[config.mk]
export PLATFORM = sky130hd
export DESIGN_NAME = alu_exec_unit
export DESIGN_NICKNAME = d
export VERILOG_FILES = /design/src/rtl/alu_exec_unit.sv
export SDC_FILE = /design/constraint.sdc
export NUM_CORES = 1
export LEC_CHECK = 0
export CAP_MARGIN = 20
export CELL_PAD_IN_SITES_DETAIL_PLACEMENT = 1
export CELL_PAD_IN_SITES_GLOBAL_PLACEMENT = 1
export CORE_AREA = 2 2 156 158
export DETAILED_ROUTE_END_ITERATION = 12
export DIE_AREA = 0 0 158 160
export PLACE_DENSITY = 0.85
export SYNTH_ARGS = -nofsm -noshare
export SYNTH_HDL_FRONTEND = slang
export SYNTH_SLANG_ARGS = --single-unit
[constraint.sdc]
create_clock -name clk -period 6.36 [get_ports clk]
set_input_delay 1.272 -clock clk [delete_from_list [all_inputs] [get_ports clk]]
set_output_delay 1.272 -clock clk [all_outputs]
set_load 0.02 [all_outputs]
[src/rtl/alu_exec_unit.sv]
// ---------------------------------------------------------------------------
// alu_exec_unit
//   EX-stage execution unit driven by the 4-bit aluop from the ALU controller.
//   One operation per valid/ready transaction. Shifts run on a serial
//   one-bit-per-cycle shifter. Every other operation, including an illegal
//   aluop, finishes on the accept edge. Result and flags are registered and
//   are held until the consumer takes them.
// ---------------------------------------------------------------------------
module alu_exec_unit #(
  parameter int WIDTH = 32,
  parameter int SHW   = 5
) (
  input  logic             clk,
  input  logic             rst,
  input  logic             in_valid,
  output logic             in_ready,
  input  logic [3:0]       aluop,
  input  logic [WIDTH-1:0] a,
  input  logic [WIDTH-1:0] b,
  output logic             out_valid,
  input  logic             out_ready,
  output logic [WIDTH-1:0] result,
  output logic             zero,
  output logic             overflow,
  output logic             illegal
);

  // aluop encodings produced by the ALU controller
  localparam logic [3:0] OP_SLL  = 4'd0;
  localparam logic [3:0] OP_SRA  = 4'd1;
  localparam logic [3:0] OP_SRL  = 4'd2;
  localparam logic [3:0] OP_ADD  = 4'd5;
  localparam logic [3:0] OP_SUB  = 4'd6;
  localparam logic [3:0] OP_AND  = 4'd7;
  localparam logic [3:0] OP_OR   = 4'd8;
  localparam logic [3:0] OP_XOR  = 4'd9;
  localparam logic [3:0] OP_NOR  = 4'd10;
  localparam logic [3:0] OP_SLT  = 4'd11;
  localparam logic [3:0] OP_SLTU = 4'd12;

  localparam logic [SHW-1:0]   CNT_ZERO  = {SHW{1'b0}};
  localparam logic [SHW-1:0]   CNT_ONE   = {{(SHW-1){1'b0}}, 1'b1};
  localparam logic [WIDTH-1:0] DATA_ZERO = {WIDTH{1'b0}};
  localparam logic [WIDTH-1:0] DATA_ONES = {WIDTH{1'b1}};

  typedef enum logic [1:0] {
    ST_IDLE  = 2'd0,
    ST_SHIFT = 2'd1,
    ST_DONE  = 2'd2
  } state_t;

  typedef enum logic [1:0] {
    SH_LL = 2'd0,
    SH_RA = 2'd1,
    SH_RL = 2'd2
  } shkind_t;

  // ---------------------------------------------------------------------
  // Helper functions
  // ---------------------------------------------------------------------

  // Zero detect on a full-width value.
  function automatic logic is_zero(input logic [WIDTH-1:0] v);
    logic z;
    z = (v == DATA_ZERO);
    return z;
  endfunction

  // One step of the serial shifter. SRA refills with the current MSB. The
  // MSB never changes during a right-arithmetic shift, so this is always the
  // sign bit of the original operand.
  function automatic logic [WIDTH-1:0] shift_one(input logic [WIDTH-1:0] v,
                                                 input shkind_t          k);
    logic [WIDTH-1:0] r;
    case (k)
      SH_LL:   r = {v[WIDTH-2:0], 1'b0};
      SH_RA:   r = {v[WIDTH-1], v[WIDTH-1:1]};
      SH_RL:   r = {1'b0, v[WIDTH-1:1]};
      default: r = v;
    endcase
    return r;
  endfunction

  // Signed overflow of an add: both operands have the same sign, and the
  // result sign differs from them.
  function automatic logic add_ovf(input logic sa, input logic sb, input logic sr);
    logic o;
    o = (sa == sb) && (sr != sa);
    return o;
  endfunction

  // Signed overflow of a subtract: the operands have different signs, and
  // the result sign differs from the minuend.
  function automatic logic sub_ovf(input logic sa, input logic sb, input logic sr);
    logic o;
    o = (sa != sb) && (sr != sa);
    return o;
  endfunction

  // ---------------------------------------------------------------------
  // State
  // ---------------------------------------------------------------------
  state_t           state_q,    state_d;
  shkind_t          shkind_q,   shkind_d;
  logic [WIDTH-1:0] work_q,     work_d;
  logic [SHW-1:0]   count_q,    count_d;
  logic [WIDTH-1:0] result_q,   result_d;
  logic             zero_q,     zero_d;
  logic             overflow_q, overflow_d;
  logic             illegal_q,  illegal_d;
  logic             out_valid_q, out_valid_d;

  // ---------------------------------------------------------------------
  // Single-cycle datapath
  // ---------------------------------------------------------------------
  logic [WIDTH-1:0] sum_s;
  logic [WIDTH-1:0] diff_s;
  logic             lt_s;
  logic             ltu_s;
  logic [WIDTH-1:0] alu_res_s;
  logic             alu_ovf_s;
  logic             alu_ill_s;
  logic             is_shift_s;
  shkind_t          shkind_s;
  logic [SHW-1:0]   shamt_s;
  logic [WIDTH-1:0] work_next_s;
  logic             accept_s;

  assign sum_s   = a + b;
  assign diff_s  = a - b;
  assign lt_s    = ($signed(a) < $signed(b));
  assign ltu_s   = (a < b);
  assign shamt_s = a[SHW-1:0];

  // The unit takes a new operation only while idle and out of reset.
  assign in_ready = (state_q == ST_IDLE) && !rst;
  assign accept_s = in_valid && in_ready;

  // One step of the serial shifter applied to the working register.
  assign work_next_s = shift_one(work_q, shkind_q);

  // Decode aluop into a single-cycle result, overflow, illegal, and shift kind.
  always_comb begin
    alu_res_s  = DATA_ZERO;
    alu_ovf_s  = 1'b0;
    alu_ill_s  = 1'b0;
    is_shift_s = 1'b0;
    shkind_s   = SH_LL;
    case (aluop)
      OP_SLL: begin
        is_shift_s = 1'b1;
        shkind_s   = SH_LL;
      end
      OP_SRA: begin
        is_shift_s = 1'b1;
        shkind_s   = SH_RA;
      end
      OP_SRL: begin
        is_shift_s = 1'b1;
        shkind_s   = SH_RL;
      end
      OP_ADD: begin
        alu_res_s = sum_s;
        alu_ovf_s = add_ovf(a[WIDTH-1], b[WIDTH-1], sum_s[WIDTH-1]);
      end
      OP_SUB: begin
        alu_res_s = diff_s;
        alu_ovf_s = sub_ovf(a[WIDTH-1], b[WIDTH-1], diff_s[WIDTH-1]);
      end
      OP_AND:  alu_res_s = a & b;
      OP_OR:   alu_res_s = a | b;
      OP_XOR:  alu_res_s = a ^ b;
      OP_NOR:  alu_res_s = ~(a | b) & DATA_ONES;
      OP_SLT:  alu_res_s = {{(WIDTH-1){1'b0}}, lt_s};
      OP_SLTU: alu_res_s = {{(WIDTH-1){1'b0}}, ltu_s};
      default: begin
        alu_res_s = DATA_ZERO;
        alu_ill_s = 1'b1;
      end
    endcase
  end

  // ---------------------------------------------------------------------
  // Control FSM
  // ---------------------------------------------------------------------

  // Next-state, shifter, and result/flag update logic.
  always_comb begin
    state_d     = state_q;
    shkind_d    = shkind_q;
    work_d      = work_q;
    count_d     = count_q;
    result_d    = result_q;
    zero_d      = zero_q;
    overflow_d  = overflow_q;
    illegal_d   = illegal_q;
    case (state_q)
      ST_IDLE: begin
        if (accept_s) begin
          if (is_shift_s) begin
            shkind_d = shkind_s;
            work_d   = b;
            count_d  = shamt_s;
            if (shamt_s == CNT_ZERO) begin
              // A zero shift amount completes at once with b unchanged.
              result_d   = b;
              zero_d     = is_zero(b);
              overflow_d = 1'b0;
              illegal_d  = 1'b0;
              state_d    = ST_DONE;
            end else begin
              state_d = ST_SHIFT;
            end
          end else begin
            result_d   = alu_res_s;
            zero_d     = is_zero(alu_res_s);
            overflow_d = alu_ovf_s;
            illegal_d  = alu_ill_s;
            state_d    = ST_DONE;
          end
        end else begin
          state_d = ST_IDLE;
        end
      end
      ST_SHIFT: begin
        work_d  = work_next_s;
        count_d = count_q - CNT_ONE;
        if (count_q == CNT_ONE) begin
          result_d   = work_next_s;
          zero_d     = is_zero(work_next_s);
          overflow_d = 1'b0;
          illegal_d  = 1'b0;
          state_d    = ST_DONE;
        end else begin
          state_d = ST_SHIFT;
        end
      end
      ST_DONE: begin
        if (out_ready) begin
          state_d = ST_IDLE;
        end else begin
          state_d = ST_DONE;
        end
      end
      default: begin
        state_d = ST_IDLE;
      end
    endcase
    out_valid_d = (state_d == ST_DONE);
  end

  // Registers. A synchronous reset aborts any operation in flight.
  always_ff @(posedge clk) begin
    if (rst) begin
      state_q     <= ST_IDLE;
      shkind_q    <= SH_LL;
      work_q      <= DATA_ZERO;
      count_q     <= CNT_ZERO;
      result_q    <= DATA_ZERO;
      zero_q      <= 1'b0;
      overflow_q  <= 1'b0;
      illegal_q   <= 1'b0;
      out_valid_q <= 1'b0;
    end else begin
      state_q     <= state_d;
      shkind_q    <= shkind_d;
      work_q      <= work_d;
      count_q     <= count_d;
      result_q    <= result_d;
      zero_q      <= zero_d;
      overflow_q  <= overflow_d;
      illegal_q   <= illegal_d;
      out_valid_q <= out_valid_d;
    end
  end

  assign out_valid = out_valid_q;
  assign result    = result_q;
  assign zero      = zero_q;
  assign overflow  = overflow_q;
  assign illegal   = illegal_q;

endmodule
Word level (Yosys, flattened, before mapping). Cells that the tools add are included. Widths: inputs -> output; s select.

Add/subtract/negate cells: 3. Order comparisons: 2. Equal/unequal tests: 24. Multiplexer cells: 36. Bitwise operators: 4. Reductions and logical operators: 18.

Operator list (number): $pmux 32 s8 (1); $mux 32 (6); $pmux 32 s2 (2); $logic_not 32->1 (3); $pmux 32 s3 (1); $lt 32x32->1 (2); $add 32x32->32 (1); $and 32x32->32 (1); $not 32->32 (1); $or 32x32->32 (1); $sub 32x32->32 (1); $xor 32x32->32 (1); $eq 4x4->1 const B (5); $eq 4x3->1 const B (3); $mux 1 (12); $reduce_or 11->1 (1); $mux 2 (5); $mux 5 (2); $pmux 5 s2 (1); $pmux 1 s2 (4); $eq 2x2->1 const B (3); $ne 2x2->1 const B (3); $pmux 2 s3 (1); $reduce_and 3->1 (2); 17 further kinds (24).

Bits in registers: 77. Input port bits: 72. Output and inout port bits: 37. Word-level logic and storage cells: 96.

Longest topological paths before layout. Gate-level depths: netlist (run 1).

Word-level depth: 7. Gate-level depth with buffers: 14. Gate-level depth less buffers: 14.

Worst setup path after synthesis (run 1). Ideal clock, no wire load.

Path kind: in2reg. Start point: input a[0]. End point: register zero_q (netlist: zero). Data arrival time: 4.025 ns. Data required time: 6.276 ns. Slack: 2.251 ns. Cell stages on the path: 14. Path buffers: 0. Path through: ha_1 > inv_1 > fa_1 > nand3b_2 > a2111oi_4 > o21ai_1 > a21oi_2 > and4_1 > o21a_1 > o31ai_1 > a222oi_1 > and3_1 > nand4_1 > o31ai_2.

Word-level cells in the longest chain between the ends: 7. Elaborated cells on any way between the ends: 16. Classes of those cells: add/sub (2); order compare (2); eq/ne (1); mux (4); bitwise (4); reduce/logical (3).

Ends and longest elaborated chain: start: declaration (RTL line 18) `input logic [WIDTH-1:0] a,`; branches (longest 7 deep; another with $sub 32x32->32); end signal: assignment (RTL line 270) `zero_q <= zero_d;`; end: declaration (RTL line 108) `logic zero_q, zero_d;`.

Several ways; the timed one is not identified. The select of a mux whose other input is x is not followed. A chain may end at the register's enable or synchronous reset.

Worst setup path after layout (run 1).
Start point: input b[2]. End point: register result_q[17] (netlist: result[17]).

Word-level cells in the longest chain between the ends: 5. Elaborated cells on any way between the ends: 6. Classes of those cells: add/sub (2); mux (4).

Ends and longest elaborated chain: start: declaration (RTL line 19) `input logic [WIDTH-1:0] b,`; $sub 32x32->32 or $add 32x32->32 (tied branches) (RTL line 130, 129); $pmux 32 s8 (*) (RTL line 149) `case (aluop)`; $mux 32 (*) (RTL line 200) `if (is_shift_s) begin`; $mux 32 (*) (RTL line 199) `if (accept_s) begin`; $pmux 32 s2 (*) (RTL line 197) `case (state_q)`; end signal: assignment (RTL line 269) `result_q <= result_d;`; end: declaration (RTL line 107) `logic [WIDTH-1:0] result_q, result_d;`.

Every way passes the cells marked *; elsewhere a longest branch is shown, timed or not. The select of a mux whose other input is x is not followed.

==> impl_metrics.tcl, run 1 <==
set metrics [dict create \
    final_common_cell "nor2_1" \
    fin_crit_ps 5600 \
    cts_max_path_buffers 2 \
    rows 57 \
    slew_viol_final 0 \
    finalSetupViolCount 0 \
    crit_fanout 7 \
    timing.final.hold_violations 0 \
    crit_arrival_ps 5790 \
    detail-route-antenna-nets 0 \
    yosysUniqueCellTypes 97 \
    antenna_found_initial 0 \
    io_pins 109 \
    antenna_cells 0 \
    cts_buffers 9 \
    drv_cap 0 \
    powerDensity_mw_per_mm2 158 \
    grt_usage_pct 39.3 \
    timing.hold.ws_ps 454 \
    clock_sink_count 77 \
    hp-class "reg2reg" \
    grt_pass1_wl_um 76300 \
    cts-resized-gates 0 \
    coreArea_mm2 0.0238 \
    start_kind "input pin" \
    fin_total_pwr_mw 1.99 \
    tns_ps 0 \
    period_share_pct 88.0 \
    path_clk_slew_ps 60 \
    drc 0 \
    syn_inst 1517 \
    status "complete, no violations" \
    tightest_slew_ps 1110 \
    rr_worst_depth 11 \
    yosysSeqAreaShare_pct 14.0 \
    relSlewSlack_pct 25.7 \
    ctsHoldBuffers 0 \
    routed_wirelength_um 50300 \
    place.gp.congestion 0.989 \
    tritoncts "built" \
    overflow 0 \
    required_ps 6560 \
    synth_seq_cells 77 \
    worstSetupPathType "in2reg" \
    fin_worst_skew_ps 12.8 \
    drt_iter0_drc 998 \
    synthFlopType "dfxtp_1" \
    yosysWarnings 0 \
    root_buffer "clkbuf_16" \
    netlist_area_mm2 0.0110 \
    vias 12700 \
    syn-num-nets 1706 \
    peakVddDrop_v 0.000105 \
    dieArea_mm2 0.0253 \
    syn_avg_cell_area_um2 7.25 \
    post_cts_buffers 0 \
    synthToLayoutAreaGrowth_pct 14.1 \
    die_h_um 160 \
    rsz0062_at_grt "no" \
    avgViaCountPerCell 6.76 \
    synthArstFlopShare_pct 0 \
    fmax_mhz 179 \
    layout_common_cells "nor2_1 (170), a21oi_1 (159), ha_1 (115)" \
    finish.net_count 1742 \
    htreeDepth 3 \
    worst_hold_path.num_cells 2 \
    leakage_nw 4.77 \
    dr.pass1.iters 6 \
    synth-edff-count 0 \
    port_buffers 108 \
    die_x_um 158 \
    grt_max_degree 73 \
    layout-drive-gt1-share_pct 6.16 \
    grt_pass1_vias 12900 \
    routedWlPerCell_um 26.7 \
    hpwl_um 38300 \
    fill_cells 3038 \
    clk_latency_ps 350 \
    initial_core_util_pct 46.2 \
    worstSetupEndpointType "register" \
]
[where the power goes]
part | switching [mW] | total, mW | internal [mW]
Combinational | 0.580 | 0.898 | 0.318
Sequential | 0.0290 | 0.534 | 0.505
Clock | 0.217 | 0.558 | 0.340
[cells in the mapped netlist (9+ instances only)]
| cell | n | share of area, % |
|---|---|---|
| a21o_1 | 18 | 1.2 |
| nand4_1 | 18 | 1.0 |
| o21a_1 | 9 | 0.61 |
| nor2b_1 | 18 | 1.0 |
| and2_1 | 11 | 0.63 |
| a211oi_1 | 67 | 4.6 |
| o21ai_0 | 49 | 2.2 |
| xnor2_1 | 36 | 2.9 |
| a22oi_1 | 24 | 1.6 |
| mux2i_1 | 94 | 8.6 |
| nand3_1 | 26 | 1.2 |
| nor3_1 | 36 | 1.6 |
| buf_1 | 9 | 0.31 |
| a21oi_1 | 159 | 7.2 |
| buf_2 | 37 | 1.7 |
| dfxtp_1 | 77 | 14 |
| inv_1 | 102 | 3.5 |
| o31ai_1 | 16 | 1.1 |
| ha_1 | 115 | 13 |
| nand2b_1 | 11 | 0.63 |
| nor2_1 | 171 | 5.8 |
| nand2_1 | 90 | 3.1 |
| nor4_1 | 27 | 1.5 |
| o21bai_1 | 9 | 0.61 |
| o21ai_1 | 16 | 0.73 |
| a31oi_1 | 16 | 0.91 |
| o211ai_1 | 22 | 1.5 |
| clkbuf_1 | 56 | 1.9 |
[cell families after synthesis]
| group | count (synthesis) | synth area share [%] |
|---|---|---|
| AND/OR/NAND/NOR | 457 | 20.4 |
| AO/OA/AOI/OAI | 515 | 32.1 |
| XOR/XNOR | 39 | 3.10 |
| buffers and inverters | 215 | 8.04 |
| flip-flops | 77 | 14.0 |
| adder cells (fa/ha/maj) | 117 | 13.4 |
| multiplexers | 97 | 8.86 |
[worst max-delay path: stages]
cell and delay, ps:
clkdlybuf4s50_1 760, inv_1 200, ha_1 490, inv_2 100, or4_4 570, a21oi_1 250
o21ai_0 190, o41ai_1 490, mux2_2 400, nor3_1 530, a211oi_1 290, a21oi_1 190
nor2_1 60
[metal layers]
metal / global-route usage, % / wire length (um) / vias up
met3: 6.32 / 3770 / 214
met4: 25.7 / 3910 / 0
met5: 0 / 0 / -
met2: 62.5 / 22800 / 705
met1: 48.7 / 19800 / 6155
li1: - / - / 5640
[path summary, 6_finish.rpt]
| path | start | endpoint | slack, ps |
|---|---|---|---|
| max | b[2] | result[17]$_SDFFE_PP0P_ | 760 |
| min | result[22]$_SDFFE_PP0P_ | result[22]$_SDFFE_PP0P_ | 450 |
| max reg2reg | shkind_q[0]$_SDFFE_PP0P_ | zero$_SDFFE_PP0P_ | 1960 |
| min reg2reg | result[22]$_SDFFE_PP0P_ | result[22]$_SDFFE_PP0P_ | 450 |
[per-stage QoR]
stage | cell area (um2) | instances | utilization, % | worst slack (ps)
finish | 12600 | 1882 | 52.7 | 764
global placement | 12200 | 1866 | 51.4 | 743
global route | 12600 | 1882 | 52.7 | 772
detailed placement | 12200 | 1866 | 51.4 | 757
floorplan | 11000 | 1517 | - | 2250
CTS | 12600 | 1882 | 52.7 | 1050
[registers in the layout, indices dropped and copies added, names as in the netlist]
register   cells
out_valid      1
work_q        32
shkind_q       2
count_q        5
zero           1
state_q        2
overflow       1
illegal        1
result        32
[final cells by class]
type | count | area, um2 | share of cell area, %
Multi-Input combinational cell | 1225 | 8630 | 68.7
Sequential cell | 77 | 1550 | 12.3
Timing Repair Buffer | 134 | 1270 | 10.1
Tap cell | 324 | 405 | 3.23
Inverter | 106 | 398 | 3.17
Clock buffer | 14 | 275 | 2.19
Clock inverter | 2 | 38.8 | 0.309
Power figures use the tool's default switching activity.
==> run 2, diff against run 1 <==
--- a/config.mk
+++ b/config.mk
@@ -11,6 +11,7 @@
 export CORE_AREA = 2 2 156 158
 export DETAILED_ROUTE_END_ITERATION = 12
 export DIE_AREA = 0 0 158 160
+export MAX_ROUTING_LAYER = met4
 export PLACE_DENSITY = 0.85
 export SYNTH_ARGS = -nofsm -noshare
 export SYNTH_HDL_FRONTEND = slang
==> impl_metrics.tcl, run 2 (synthesized netlist as in run 1, its figures left out) <==
set metrics [dict create \
    drv_cap 0 \
    avgViaCountPerCell 6.69 \
    rows 57 \
    grtUsageMet1_pct 48.3 \
    clock_sink_count 77 \
    routed_wirelength_um 50000 \
    drc 0 \
    hp-class "reg2reg" \
    htreeDepth 3 \
    hpwl_um 38300 \
    slowest_delay_ps 700 \
    final_common_cell "nor2_1" \
    grt_max_degree 77 \
    grt_usage_pct 40.3 \
    dieArea_mm2 0.0253 \
    worstSetupEndpointType "register" \
    rrSetupSlack_ps 2050 \
    peakVddDrop_v 0.000113 \
    coreArea_mm2 0.0238 \
    timing.hold.ws_ps 456 \
    slew_viol_final 0 \
    initial_core_util_pct 46.2 \
    required_ps 6540 \
    period_share_pct 85.5 \
    met3_usage_pct 5.48 \
    cpMaxStageDelayCell "clkdlybuf4s50_1" \
    crit_fanout 7 \
    layout-drive-gt1-share_pct 6.28 \
    finalInstanceArea_mm2 0.0125 \
    top_usage_layer "met2" \
    cts-resized-gates 0 \
    cts_max_path_buffers 2 \
    final_cells 1885 \
    fin_crit_ps 5440 \
    worstPathCellList "clkdlybuf4s50_1 -> inv_1 -> ha_1 -> inv_2 -> or4_4 -> a21oi_1 -> o21ai_0 -> o41ai_1 -> mux2_2 -> nor3_1 -> a211oi_1 -> a21oi_1 -> nor2_1" \
    die_x_um 158 \
    crit_top_cell "a21oi_1" \
    overflow 0 \
    routedWlPerCell_um 26.5 \
    path_delay_family "compound AO/OA/AOI/OAI gates" \
    worstSetupPathType "in2reg" \
    powerDensity_mw_per_mm2 154 \
    layout_common_cells "nor2_1 (170), a21oi_1 (159), ha_1 (115)" \
    rsz0062_at_grt "no" \
    vias 12600 \
    timing.final.hold_violations 0 \
    port_buffers 108 \
    place_area_mm2 0.0123 \
    clk_latency_ps 340 \
    grt_pass1_wl_um 76200 \
    root_buffer "clkbuf_16" \
    path_clk_slew_ps 60 \
    crit_arrival_ps 5620 \
    finalSetupViolCount 0 \
    start_kind "input pin" \
    grt_pass1_vias 13000 \
    drt_iter0_drc 1055 \
    antenna_cells 0 \
    relSlewSlack_pct 28.5 \
    io_pins 109 \
    place_inst 1870 \
    post_cts_buffers 0 \
    antenna_found_initial 0 \
    fin_worst_skew_ps 5.49 \
    detail-route-antenna-nets 0 \
    fin_total_pwr_mw 1.94 \
    die_h_um 160 \
    fmax_mhz 184 \
    worst-path-buf-inv 3 \
    status "complete, no violations" \
    cts_buffers 9 \
    dr.pass1.iters 6 \
    met2_usage_pct 64.6 \
    tightest_slew_ps 1070 \
    tns_ps 0 \
    synthToLayoutAreaGrowth_pct 14.0 \
    tritoncts "built" \
    ctsHoldBuffers 0 \
    leakage_nw 4.77 \
    place.gp.congestion 1.02 \
    finish.net_count 1746 \
]
run 2: cell count changes in the layout (fill, tap and decap cells not counted):
| cell | change |
|---|---|
| buf_4 | +4 |
| clkbuf_1 | +1 |
| clkbuf_16 | -1 |
| clkbuf_8 | -1 |
| clkinv_2 | +1 |
| clkinv_4 | -1 |
run 2: metrics by stage:
stage / worst slack (ps) / util (%)
after floorplan: 2250 / -
after global placement: 741 / 51.5
after detailed placement: 771 / 51.5
after CTS: 1050 / 52.7
after global routing: 793 / 52.7
final: 919 / 52.7
run 2: path summary, 6_finish.rpt:
path,end,startpoint,cells after the start
max reg2reg,zero$_SDFFE_PP0P_,shkind_q[1]$_SDFFE_PP0P_,11
min reg2reg,result[22]$_SDFFE_PP0P_,result[22]$_SDFFE_PP0P_,2
max,result[17]$_SDFFE_PP0P_,b[2],13
min,result[22]$_SDFFE_PP0P_,result[22]$_SDFFE_PP0P_,2
run 2: tightest hold or removal path: cells and delay by family, from the launching register on:
kind               cells  cell delay, ps
AOI/OAI and AO/OA      1              50
DFF                    1             310
and+or+nand+nor        1              50
run 2: routing by layer:
metal / share of wire [%] / wire, um
met5: 0 / 0
met4: 7.0 / 3490
met3: 6.6 / 3280
met2: 46 / 23200
met1: 40 / 20000
run 2: cell type report:
cell class                      count  area (um2)
Multi-Input combinational cell   1225        8630
Clock buffer                       13         240
Clock inverter                      2        35.0
Sequential cell                    77        1550
Fill cell                        3067       11300
Tap cell                          324         405
Timing Repair Buffer              138        1300
Inverter                          106         398
run 2: power breakdown:
group / internal (mW) / leakage (nW) / switching [mW]
Sequential: 0.505 / 0.626 / 0.0282
Combinational: 0.320 / 4.01 / 0.581
Clock: 0.302 / 0.134 / 0.200
Total: 1.13 / 4.77 / 0.809
==> run 3, diff against run 2 <==
--- a/config.mk
+++ b/config.mk
@@ -13,6 +13,7 @@
 export DIE_AREA = 0 0 158 160
 export MAX_ROUTING_LAYER = met4
 export PLACE_DENSITY = 0.85
+export SETUP_SLACK_MARGIN = 0.2
 export SYNTH_ARGS = -nofsm -noshare
 export SYNTH_HDL_FRONTEND = slang
 export SYNTH_SLANG_ARGS = --single-unit
==> results of run 3 <==
Final layout, timing and power as in run 2 (identical DEF).
